===== src/rtl/alu_share_arbiter.sv =====
// Round-robin arbiter sharing one external combinational ALU between two requesters.
// Optional illegal-opcode check enabled by defining ALU_ARB_OPCHECK_EN.
module alu_share_arbiter #(
  parameter int WIDTH = 32,
  parameter int OPW   = 4
) (
  input  logic             clk,
  input  logic             reset,
  input  logic [1:0]       req_valid,
  output logic [1:0]       req_ready,
  input  logic [WIDTH-1:0] req0_a,
  input  logic [WIDTH-1:0] req1_a,
  input  logic [WIDTH-1:0] req0_b,
  input  logic [WIDTH-1:0] req1_b,
  input  logic [OPW-1:0]   req0_op,
  input  logic [OPW-1:0]   req1_op,
  input  logic [4:0]       req0_shf,
  input  logic [4:0]       req1_shf,
  output logic [WIDTH-1:0] alu_srca,
  output logic [WIDTH-1:0] alu_srcb,
  output logic [OPW-1:0]   alu_op,
  output logic [4:0]       alu_shf,
  input  logic [WIDTH-1:0] alu_out,
  output logic [1:0]       rsp_valid,
  input  logic [1:0]       rsp_ready,
  output logic [WIDTH-1:0] rsp_data,
  output logic             rsp_err,
  output logic             busy
);

  typedef enum logic [1:0] {
    ST_IDLE = 2'd0,
    ST_EXEC = 2'd1,
    ST_RESP = 2'd2
  } state_t;

  state_t           r_state;
  logic             r_prio;
  logic             r_owner;
  logic [WIDTH-1:0] r_srca;
  logic [WIDTH-1:0] r_srcb;
  logic [OPW-1:0]   r_op;
  logic [4:0]       r_shf;
  logic [1:0]       r_rsp_valid;
  logic [WIDTH-1:0] r_rsp_data;
  logic             r_busy;

  logic             w_winner;
  logic             w_grant;
  logic             w_rsp_done;
  logic [WIDTH-1:0] w_sel_a;
  logic [WIDTH-1:0] w_sel_b;
  logic [OPW-1:0]   w_sel_op;
  logic [4:0]       w_sel_shf;

  // Contention goes to the prio requester; otherwise the lone valid one wins.
  assign w_winner   = (&req_valid) ? r_prio : req_valid[1];
  assign w_grant    = (r_state == ST_IDLE) && (|req_valid);
  assign w_rsp_done = (r_state == ST_RESP) && rsp_ready[r_owner];

  assign w_sel_a   = w_winner ? req1_a   : req0_a;
  assign w_sel_b   = w_winner ? req1_b   : req0_b;
  assign w_sel_op  = w_winner ? req1_op  : req0_op;
  assign w_sel_shf = w_winner ? req1_shf : req0_shf;

  // Gated by reset so every output reads 0 while reset is held.
  assign req_ready = (w_grant && !reset) ? (w_winner ? 2'b10 : 2'b01) : 2'b00;

  assign alu_srca  = r_srca;
  assign alu_srcb  = r_srcb;
  assign alu_op    = r_op;
  assign alu_shf   = r_shf;
  assign rsp_valid = r_rsp_valid;
  assign rsp_data  = r_rsp_data;
  assign busy      = r_busy;

`ifdef ALU_ARB_OPCHECK_EN
  logic r_illegal;
  logic r_rsp_err;

  assign rsp_err = r_rsp_err;

  always_ff @(posedge clk or posedge reset) begin
    if (reset) begin
      r_illegal <= 1'b0;
      r_rsp_err <= 1'b0;
    end else begin
      if (w_grant) begin
        r_illegal <= (w_sel_op > OPW'(2));
      end
      if (r_state == ST_EXEC) begin
        r_rsp_err <= r_illegal;
      end
    end
  end
`else
  assign rsp_err = 1'b0;
`endif

  // NOTE: state is updated only with non-blocking assignments so every register
  // samples pre-edge values regardless of statement order.
  always_ff @(posedge clk or posedge reset) begin
    if (reset) begin
      r_state     <= ST_IDLE;
      r_prio      <= 1'b0;
      r_owner     <= 1'b0;
      r_srca      <= '0;
      r_srcb      <= '0;
      r_op        <= '0;
      r_shf       <= '0;
      r_rsp_valid <= 2'b00;
      r_rsp_data  <= '0;
      r_busy      <= 1'b0;
    end else begin
      unique case (r_state)
        ST_IDLE: begin
          if (w_grant) begin
            r_srca  <= w_sel_a;
            r_srcb  <= w_sel_b;
            r_op    <= w_sel_op;
            r_shf   <= w_sel_shf;
            r_owner <= w_winner;
            r_busy  <= 1'b1;
            r_state <= ST_EXEC;
          end
        end
        ST_EXEC: begin
`ifdef ALU_ARB_OPCHECK_EN
          r_rsp_data <= r_illegal ? '0 : alu_out;
`else
          r_rsp_data <= alu_out;
`endif
          r_rsp_valid <= r_owner ? 2'b10 : 2'b01;
          r_state     <= ST_RESP;
        end
        ST_RESP: begin
          if (w_rsp_done) begin
            r_rsp_valid <= 2'b00;
            r_busy      <= 1'b0;
            r_prio      <= ~r_owner;
            r_state     <= ST_IDLE;
          end
        end
        default: begin
          r_state <= ST_IDLE;
        end
      endcase
    end
  end

endmodule

===== config.mk =====
export PLATFORM = sky130hd
export DESIGN_NAME = alu_share_arbiter
export DESIGN_NICKNAME = d
export VERILOG_FILES = /design/src/rtl/alu_share_arbiter.sv
export SDC_FILE = /design/constraint.sdc
export NUM_CORES = 1
export LEC_CHECK = 0
export BUFFER_PORTS_ARGS = -buffer_cell sky130_fd_sc_hd__buf_2
export CAP_MARGIN = 0
export CORE_AREA = 4 4 113 115
export CTS_CLUSTER_SIZE = 20
export DETAILED_ROUTE_END_ITERATION = 8
export DIE_AREA = 0 0 117 119
export PLACE_DENSITY = 0.8
export SLEW_MARGIN = 10
export SYNTH_ARGS = -nofsm -noshare
export SYNTH_HDL_FRONTEND = slang
export SYNTH_SLANG_ARGS = --single-unit

===== constraint.sdc =====
create_clock -name clk -period 7.6 [get_ports clk]
set_input_delay 1.14 -clock clk [delete_from_list [all_inputs] [get_ports clk]]
set_output_delay 1.14 -clock clk [all_outputs]
set_load 0.05 [all_outputs]

==> results of run 1 <==
==> worst max-delay path: stages <==
cell,delay [ns]
buf_2,0.55
or2_2,0.25
nand2_2,0.08
nor3_1,0.22
buf_2,0.31
==> report_power, final <==
| part | leakage [uW] | total (uW) | switching [uW] | internal, uW |
|---|---|---|---|---|
| clock network | 0.000154 | 498 | 234 | 263 |
| logic | 0.00182 | 2150 | 1630 | 516 |
| registers | 0.00127 | 1060 | 160 | 902 |
| total | 0.00325 | 3710 | 2030 | 1680 |
==> metal layers <==
metal  global-route usage (%)  wire length (um)
met1                     29.5              6480
met2                     37.6              8250
met3                     5.54              1590
met4                     8.75               510
met5                        0                12
==> kinds of logic after synthesis <==
family	Yosys count	synth area share, %
compound gates	226	23.6
buf+inv	67	7.21
flops	112	53.5
mux	34	7.28
other cells	1	0.0715
simple gates	86	8.36
==> cells in the final DEF, fill, tap and decap left out, types with 2 or more instances in the layout <==
| cell | netlist | layout |
|---|---|---|
| nor2b_4 | 0 | 2 |
| o21ai_0 | 76 | 76 |
| nand3_1 | 73 | 73 |
| nor2_1 | 3 | 3 |
| a31oi_1 | 74 | 74 |
| a21oi_1 | 73 | 73 |
| mux2_2 | 14 | 14 |
| mux2_1 | 19 | 19 |
| inv_6 | 0 | 2 |
| inv_8 | 0 | 2 |
| inv_2 | 2 | 2 |
| buf_4 | 4 | 8 |
| buf_2 | 24 | 293 |
| inv_1 | 4 | 3 |
| dfrtp_1 | 112 | 112 |
| clkbuf_16 | 0 | 9 |
==> metrics by stage <==
step	setup slack [ns]	instances	utilization, %
2_1_floorplan	2.23	526	-
3_3_place_gp	3.98	913	56.1
3_5_place_dp	3.91	913	56.1
4_1_cts	3.91	929	58.7
5_1_grt	3.78	929	58.7
6_report	3.90	929	58.7
==> path summary, 6_finish.rpt <==
kind | cells past startpoint | slack, ns | end
worst min register to register | 1 | 0.48 | rsp_data[15]
worst max-delay path | 5 | 3.90 | req_ready[0]
worst min-delay path | 1 | 0.48 | rsp_data[15]
min in group asynchronous | 2 | 0.91 | alu_srca[0]
worst max register to register | 6 | 5.09 | alu_srcb[16]
max in group asynchronous | 3 | 5.45 | rsp_data[4]
==> cell type report <==
cell class	count	area, um2	area share (%)
flip-flops and latches	112	2800	40.4
multi-input cells	347	2080	30.1
repair buffers	301	1530	22.0
clock buffers	9	225	3.25
well taps	147	184	2.65
clock inverters	7	83.8	1.21
inverters	6	25.0	0.361
==> flip-flops by register name (all words and copies together) (netlist names) <==
signal,flops
alu_srca,32
r_state,2
r_prio,1
alu_op,4
rsp_valid,2
alu_srcb,32
busy,1
alu_shf,5
rsp_data,32
r_owner,1
==> flow_summary.json, run 1 <==
{
  "synth_common_cells": "112 x dfrtp_1, 76 x o21ai_0, 74 x a31oi_1",
  "yosys-top-cells-area": "dfrtp_1 53%, a31oi_1 8.8%, o21ai_0 7.3%",
  "wirelength_um": 16900,
  "ys_warn_count": 0,
  "place_hpwl_um": 11500,
  "area_growth_syn_to_layout_pct": 32.2,
  "postCtsHoldBufs": 0,
  "drt.antenna.violating_nets": 0,
  "synth_cell_types": 28,
  "setup_violations": 0,
  "min-delay-start": "rsp_data[15]",
  "p_total_uw": 3710,
  "rsz0062_at_grt": "no",
  "start_util_pct": 44.4,
  "syn-instance-count": 526,
  "crit_path_start": "req_valid[1]",
  "synth_async_sr_flop_share_pct": 100,
  "synth_most_common_cell": "dfrtp_1",
  "finalClockSkew_ns": 0.0126,
  "hp-class": "flip-flop to flip-flop",
  "p_leak_uw": 0.00325,
  "synth-seq-cells": 112,
  "path_clk_slew_ns": 0.08,
  "worstSetupPathType": "input port to primary output",
  "nets": 961,
  "cts_tree": "built",
  "io_pins": 295,
  "wire_per_inst_um": 18.1,
  "dpl-instance-area_mm2": 0.00662,
  "worstPathRequired_ns": 6.46,
  "p_per_area_mw_per_mm2": 535,
  "core_mm2": 0.0118,
  "clock_sinks": 112,
  "yosys.area.top_type_share_pct": 53.5,
  "syn-cell-area_mm2": 0.00524,
  "ir_drop_uv": 218,
  "first_iter_violations": 628,
  "drive_above_1_share_pct": 43.6,
  "r2r-start": "r_state[1]",
  "clock_path_buffers": 2,
  "crit_fanout": 38,
  "overflow": 0,
  "insertion_delay_ns": 0.35,
  "drv_slew": 0,
  "cts_buffers": 9,
  "hold_viol": 0,
  "diodes": 0,
  "critPathCaptureType": "primary output",
  "grt_pass1_vias": 5184,
  "synth_edf_count": 0,
  "post_cts_buffers": 0,
  "syn_area_per_cell_um2": 9.96,
  "die_area_mm2": 0.0139,
  "cts.repair.resized": 0,
  "via_count": 5263,
  "post-route-cell-area_mm2": 0.00693,
  "fin_setup_tns_ns": 0,
  "hold_slack_ns": 0.483,
  "antenna_found_initial": 1,
  "avgViaCountPerCell": 5.67,
  "fillers": 1032,
  "dominantRegCellSynth": "dfrtp_1",
  "grt_pass1_wl_um": 26000,
  "htreeDepth": 3,
  "synth_area_leader_cell": "dfrtp_1",
  "timing.fmax_ghz": 0.270,
  "seq_area_frac_synth_pct": 53.5,
  "critPathLaunchType": "input port",
  "clockRootBuffer": "clkbuf_16",
  "grt_max_degree": 77,
  "min_period_over_period_pct": 48.7,
  "drc": 0,
  "cap_violations": 0,
  "slew_headroom_pct": 32.8,
  "crit_arrival_ns": 2.56,
  "numPortBuffers": 293,
  "status": "complete, no violations",
  "die_x_um": 117,
  "syn_nets": 710,
  "worst_pin_slew_ns": 1.01,
  "drt_first_pass_iters": 5,
  "track_usage_pct": 23.1,
  "layout_min_cycle_time_ns": 3.70,
  "place_congestion": 0.802,
  "die_y_um": 119,
  "rows": 40
}
(Power assumes the default switching activity.)
==> run 2, diff against run 1 <==
--- a/config.mk
+++ b/config.mk
@@ -5,13 +5,15 @@
 export SDC_FILE = /design/constraint.sdc
 export NUM_CORES = 1
 export LEC_CHECK = 0
+export ABC_AREA = 1
 export BUFFER_PORTS_ARGS = -buffer_cell sky130_fd_sc_hd__buf_2
 export CAP_MARGIN = 0
-export CORE_AREA = 4 4 113 115
+export CORE_ASPECT_RATIO = 2
+export CORE_MARGIN = 4
+export CORE_UTILIZATION = 41
 export CTS_CLUSTER_SIZE = 20
 export DETAILED_ROUTE_END_ITERATION = 8
-export DIE_AREA = 0 0 117 119
-export PLACE_DENSITY = 0.8
+export PLACE_DENSITY = 0.75
 export SLEW_MARGIN = 10
 export SYNTH_ARGS = -nofsm -noshare
 export SYNTH_HDL_FRONTEND = slang
==> constraint.sdc (replaced) <==
create_clock -name clk -period 3.4 [get_ports clk]
set_input_delay 0.51 -clock clk [delete_from_list [all_inputs] [get_ports clk]]
set_output_delay 0.51 -clock clk [all_outputs]
set_load 0.05 [all_outputs]
==> run 2 against run 1 <==
Against the previous run:
- largest cell class unchanged
- core utilization shrank 3.5 points
- count of clock-buffer cells in the layout is the same
- area after synthesis grew 8.5%
- global-route usage shrank 1.7 points
- critical path depth shrank 1
==> flow_summary.json, run 2 <==
{
  "status": "complete, no violations",
  "met3_length_um": 883,
  "yosys-top-cells-area": "dfrtp_1 49%, nand2_1 22%, nand3_1 13%",
  "cts.repair.resized": 0,
  "rows": 60,
  "path_delay_family": "simple AND/OR/NAND/NOR gates",
  "r2r-start": "r_state[1]",
  "die_y_um": 175,
  "drt-met1-wl_um": 6750,
  "ys_warn_count": 0,
  "grt_pass1_wl_um": 27500,
  "fillers": 1354,
  "synth_most_common_cell": "nand2_1",
  "layout_common_cells": "328 x nand2_1, 293 x buf_2, 152 x inv_1, 150 x nand3_1, 112 x dfrtp_1",
  "yosys.area.top_type_share_pct": 49.3,
  "min_period_over_period_pct": 65.2,
  "final_util_pct": 55.2,
  "slowest_delay_ns": 0.43,
  "syn_area_per_cell_um2": 7.08,
  "ff2ff_path_depth": 5,
  "postCtsHoldBufs": 0,
  "finalClockSkew_ns": 0.00725,
  "place_congestion": 0.873,
  "die_area_mm2": 0.0159,
  "ir_drop_uv": 422,
  "track_usage_pct": 21.4,
  "synth_cell_types": 15,
  "p_per_area_mw_per_mm2": 1090,
  "timing.fmax_ghz": 0.451,
  "clock_sinks": 112,
  "setup_violations": 0,
  "drc": 0,
  "overflow": 0,
  "syn_nets": 987,
  "rsz0062_at_grt": "no",
  "path_clk_slew_ns": 0.08,
  "place_hpwl_um": 12500,
  "path_buf_inv": 1,
  "syn-cell-area_mm2": 0.00568,
  "crit_fanout": 5,
  "hold_slack_ns": 0.279,
  "synth_edf_count": 0,
  "p_leak_uw": 0.00481,
  "avgViaCountPerCell": 4.64,
  "wirelength_um": 17200,
  "clock_path_buffers": 2,
  "drt.antenna.violating_nets": 0,
  "post-route-cell-area_mm2": 0.00745,
  "crit_arrival_ns": 1.71,
  "die_x_um": 91.3,
  "crit_slowest_cell": "dfrtp_1",
  "nets": 1251,
  "hp-class": "input port to asynchronous set/reset pin",
  "dominantRegCellSynth": "dfrtp_1",
  "io_pins": 295,
  "path_cells": "nor2_1, o21ai_4, nor3_1, buf_2",
  "cap_violations": 0,
  "area_growth_syn_to_layout_pct": 31.1,
  "insertion_delay_ns": 0.34,
  "first_iter_violations": 217,
  "synth-seq-cells": 112,
  "wire_per_inst_um": 14.0,
  "grt_max_degree": 86,
  "routed.top_layer": "met5",
  "dpl-instance-area_mm2": 0.00717,
  "cp.depth": 4,
  "worstPathRequired_ns": 2.89,
  "hold_viol": 0,
  "via_count": 5711,
  "synth_common_cells": "330 x nand2_1, 153 x inv_1, 150 x nand3_1",
  "layout_min_cycle_time_ns": 2.22,
  "worstSetupPathType": "flip-flop to primary output",
  "slew_headroom_pct": 32.5,
  "numPortBuffers": 293,
  "wl_met2_um": 8990,
  "critPathCaptureType": "primary output",
  "start_util_pct": 42.1,
  "drive_above_1_share_pct": 30.0,
  "final_common_cell": "nand2_1",
  "clockRootBuffer": "clkbuf_16",
  "worst_slack_ns": 1.18,
  "post_cts_buffers": 0,
  "antenna_found_initial": 4,
  "seq_area_frac_synth_pct": 49.3,
  "fin_setup_tns_ns": 0,
  "htreeDepth": 3,
  "critPathLaunchType": "flip-flop",
  "worst_pin_slew_ns": 1.01,
  "cts_tree": "built",
  "core_mm2": 0.0135,
  "synth_async_sr_flop_share_pct": 100,
  "dp_slack_ns": 1.29,
  "drv_slew": 0,
  "crit_path_start": "r_state[0]",
  "drt_first_pass_iters": 5,
  "grt_pass1_vias": 5523,
  "cts_buffers": 9,
  "syn-instance-count": 803,
  "synth_area_leader_cell": "dfrtp_1"
}
==> run 2: cell count changes after synthesis, sizes merged, moves of 17 or more <==
cell / before / now
a31oi: 74 / 0
o21ai: 76 / 3
nand2: 1 / 331
nand3: 73 / 150
mux2: 33 / 0
a21oi: 73 / 0
clkbuf: 20 / 3
inv: 6 / 153
==> run 2: final timing paths <==
kind / end / slack, ns
max in group asynchronous: alu_srcb[25] / 2.26
worst max register to register: rsp_data[15] / 1.28
worst min-delay path: alu_shf[2] / 0.28
worst min register to register: busy / 0.47
worst max-delay path: req_ready[0] / 1.18
min in group clk: rsp_data[1] / 0.36
==> run 2: layer usage <==
layer | up-vias | track usage [%]
li1 | 2908 | -
met5 | - | 0
met2 | 216 | 37.7
met4 | 2 | 8.82
met3 | 35 | 3.38
met1 | 2550 | 25.5
==> run 2: metrics by stage <==
step,total power [uW],cells
2_1_floorplan,6030,803
3_3_place_gp,7160,1211
3_5_place_dp,7220,1211
4_1_cts,8260,1227
5_1_grt,8690,1230
6_report,8160,1230
==> run 2: power breakdown <==
part / internal, uW / leakage [uW] / total (uW) / switching, uW
Clock: 506 / 0.000134 / 1010 / 503
Combinational: 1040 / 0.00332 / 4790 / 3760
Sequential: 2000 / 0.00136 / 2350 / 350
Total: 3550 / 0.00481 / 8160 / 4610
==> run 2: cell type report <==
class | instances | area [um2] | area share [%]
tap | 155 | 194 | 2.60
antenna | 3 | 7.51 | 0.101
sequential | 112 | 2800 | 37.6
multi-input combinational | 491 | 2060 | 27.7
clock buffer | 9 | 225 | 3.02
clock inverter | 7 | 53.8 | 0.722
timing repair buffer | 300 | 1530 | 20.5
inverter | 153 | 578 | 7.75
==> run 2: cell families after synthesis <==
family,share of synthesized area (%)
buffers and inverters,14.7
flip-flops,49.3
AO/OA/AOI/OAI,0.330
AND/OR/NAND/NOR,35.6
other,0.0660
==> run 3, diff against run 2 <==
--- a/config.mk
+++ b/config.mk
@@ -5,15 +5,15 @@
 export SDC_FILE = /design/constraint.sdc
 export NUM_CORES = 1
 export LEC_CHECK = 0
-export ABC_AREA = 1
+export ABC_AREA = 0
 export BUFFER_PORTS_ARGS = -buffer_cell sky130_fd_sc_hd__buf_2
 export CAP_MARGIN = 0
 export CORE_ASPECT_RATIO = 2
 export CORE_MARGIN = 4
-export CORE_UTILIZATION = 41
+export CORE_UTILIZATION = 45
 export CTS_CLUSTER_SIZE = 20
 export DETAILED_ROUTE_END_ITERATION = 8
-export PLACE_DENSITY = 0.75
+export PLACE_DENSITY = 0.8
 export SLEW_MARGIN = 10
 export SYNTH_ARGS = -nofsm -noshare
 export SYNTH_HDL_FRONTEND = slang
==> constraint.sdc (replaced) <==
create_clock -name clk -period 2.3 [get_ports clk]
set_input_delay 0.345 -clock clk [delete_from_list [all_inputs] [get_ports clk]]
set_output_delay 0.345 -clock clk [all_outputs]
set_load 0.05 [all_outputs]
==> run 3 against run 2 <==
Against the previous run:
- die area is 15% lower
- global-route usage is 3.1 points higher
- sequential power is 52% higher
- core utilization is 6.0 points higher
- wire length is 0.97% lower
- non-clock buffer count is 4 higher
- count of clock-buffer cells in the layout is 1 higher
- sequential cell count stayed put
- via count is 5.6% lower
- register-to-register slack worse by 0.98 ns
- clock power is 46% higher
- total power is 49% higher
- critical endpoint is now req_ready[1]
- largest power group unchanged
- highest routed layer is now met4
==> flow_summary.json, run 3 (synthesis results as in run 1) <==
{
  "fin_setup_tns_ns": 0,
  "via_count": 5390,
  "drt.antenna.violating_nets": 0,
  "wirelength_um": 17100,
  "die_area_mm2": 0.0135,
  "cts.repair.resized": 0,
  "cp.depth": 4,
  "drc": 0,
  "overflow": 0,
  "die_x_um": 84.3,
  "drv_slew": 0,
  "post_cts_buffers": 0,
  "busiest_layer": "met2",
  "crit_slowest_cell": "dfrtp_1",
  "drive_above_1_share_pct": 43.7,
  "worst_pin_slew_ns": 1.21,
  "gr-usage-met3_pct": 4.52,
  "first_iter_violations": 332,
  "crit_arrival_ns": 1.82,
  "place_congestion": 0.902,
  "hold_viol": 0,
  "drt_first_pass_iters": 5,
  "ff2ff_path_depth": 4,
  "seqCellArea_mm2": 0.00280,
  "grt_pass1_wl_um": 27000,
  "p_per_area_mw_per_mm2": 1750,
  "grt_pass1_vias": 5391,
  "finalClockSkew_ns": 0.00879,
  "numPortBuffers": 293,
  "clockRootBuffer": "clkbuf_16",
  "min_period_over_period_pct": 94.2,
  "crit_fanout": 40,
  "hp-class": "input port to asynchronous set/reset pin",
  "p_leak_uw": 0.00325,
  "layout_common_cells": "293 x buf_2, 112 x dfrtp_1, 76 x o21ai_0, 74 x a31oi_1",
  "grt_max_degree": 113,
  "path_clk_slew_ns": 0.07,
  "dpl.cell_count": 911,
  "multi_input_area_mm2": 0.00208,
  "htreeDepth": 3,
  "use_met2_pct": 42.4,
  "area_growth_syn_to_layout_pct": 32.5,
  "io_pins": 295,
  "cts_tree": "built",
  "rows": 55,
  "track_usage_pct": 24.5,
  "clock_sinks": 112,
  "slew_headroom_pct": 19.5,
  "worstSetupPathType": "flip-flop to primary output",
  "ir_drop_uv": 1010,
  "wire_per_inst_um": 18.4,
  "setup_violations": 0,
  "final_common_cell": "buf_2",
  "start_util_pct": 46.2,
  "slowest_delay_ns": 0.46,
  "avgViaCountPerCell": 5.81,
  "layout_min_cycle_time_ns": 2.17,
  "fin_cells": 928,
  "path_cells": "nor2_4, buf_4, and3_1, buf_2",
  "place_hpwl_um": 12500,
  "cap_violations": 0,
  "die_y_um": 161,
  "path_buf_inv": 2,
  "critPathLaunchType": "flip-flop",
  "status": "complete, no violations",
  "core_mm2": 0.0114,
  "worstPathRequired_ns": 1.96,
  "rsz0062_at_grt": "no",
  "antenna_found_initial": 1,
  "insertion_delay_ns": 0.34,
  "fillers": 1001,
  "grt_use_met1_pct": 28.1,
  "critPathCaptureType": "primary output",
  "timing.fmax_ghz": 0.461,
  "cts_buffers": 9,
  "clock_path_buffers": 2,
  "postCtsHoldBufs": 0,
  "nets": 964,
  "path_delay_family": "buffers and inverters"
}
[run 3: changes by cell type in the layout (fill, tap and decap cells not counted), moves of 19 or more]
cell	before	now
a21oi_1	0	73
mux2_1	0	19
nand3_1	150	73
o21ai_0	2	76
inv_1	152	3
nand2_1	328	0
a31oi_1	0	74
[run 3: path summary, 6_finish.rpt]
| kind | startpoint | end | slack [ns] |
|---|---|---|---|
| max in group asynchronous | reset | alu_srca[23] | 1.63 |
| max | r_state[1] | req_ready[1] | 0.13 |
| min | reset | rsp_data[13] | 0.21 |
| min in group clk | alu_out[15] | rsp_data[15] | 0.22 |
| max reg2reg | r_state[1] | alu_srcb[26] | 0.30 |
| min reg2reg | rsp_data[28] | rsp_data[28] | 0.48 |
[run 3: routing by layer]
layer	share of wire, %	vias up
li1	-	2451
met2	52	333
met1	35	2536
met4	5.3	0
met5	0	-
met3	8.0	70
[run 3: final cells by class]
class | count | share of cell area, %
well taps | 142 | 2.56
clock inverters | 6 | 0.721
repair buffers | 304 | 22.7
multi-input cells | 347 | 30.0
inverters | 6 | 0.378
diodes | 1 | 0.0360
clock buffers | 10 | 3.30
flip-flops and latches | 112 | 40.4
[run 3: where the power goes]
group	internal [uW]	leakage, uW	switching, uW
Clock	752	0.000135	719
Combinational	1750	0.00184	5370
Sequential	2980	0.00127	585
[run 3: worst reg2reg max path, cell delays in order (launching register included)]
cell	delay [ns]
dfrtp_1	0.46
nor2_4	0.16
nand2_2	0.09
inv_2	0.87
a31oi_1	0.23
[run 3: through the flow]
stage	area [um2]	util, %	power, uW	setup WS (ns)	hold slack, ns
final	6950	61.2	12200	0.132	0.214
after detailed placement	6660	58.7	10800	0.288	0.469
after global routing	6950	61.2	12800	0.0245	0.209
after floorplan	5250	-	9070	-0.620	0.480
after global placement	6660	58.7	10600	0.431	0.462
after CTS	6940	61.1	12200	0.123	0.208
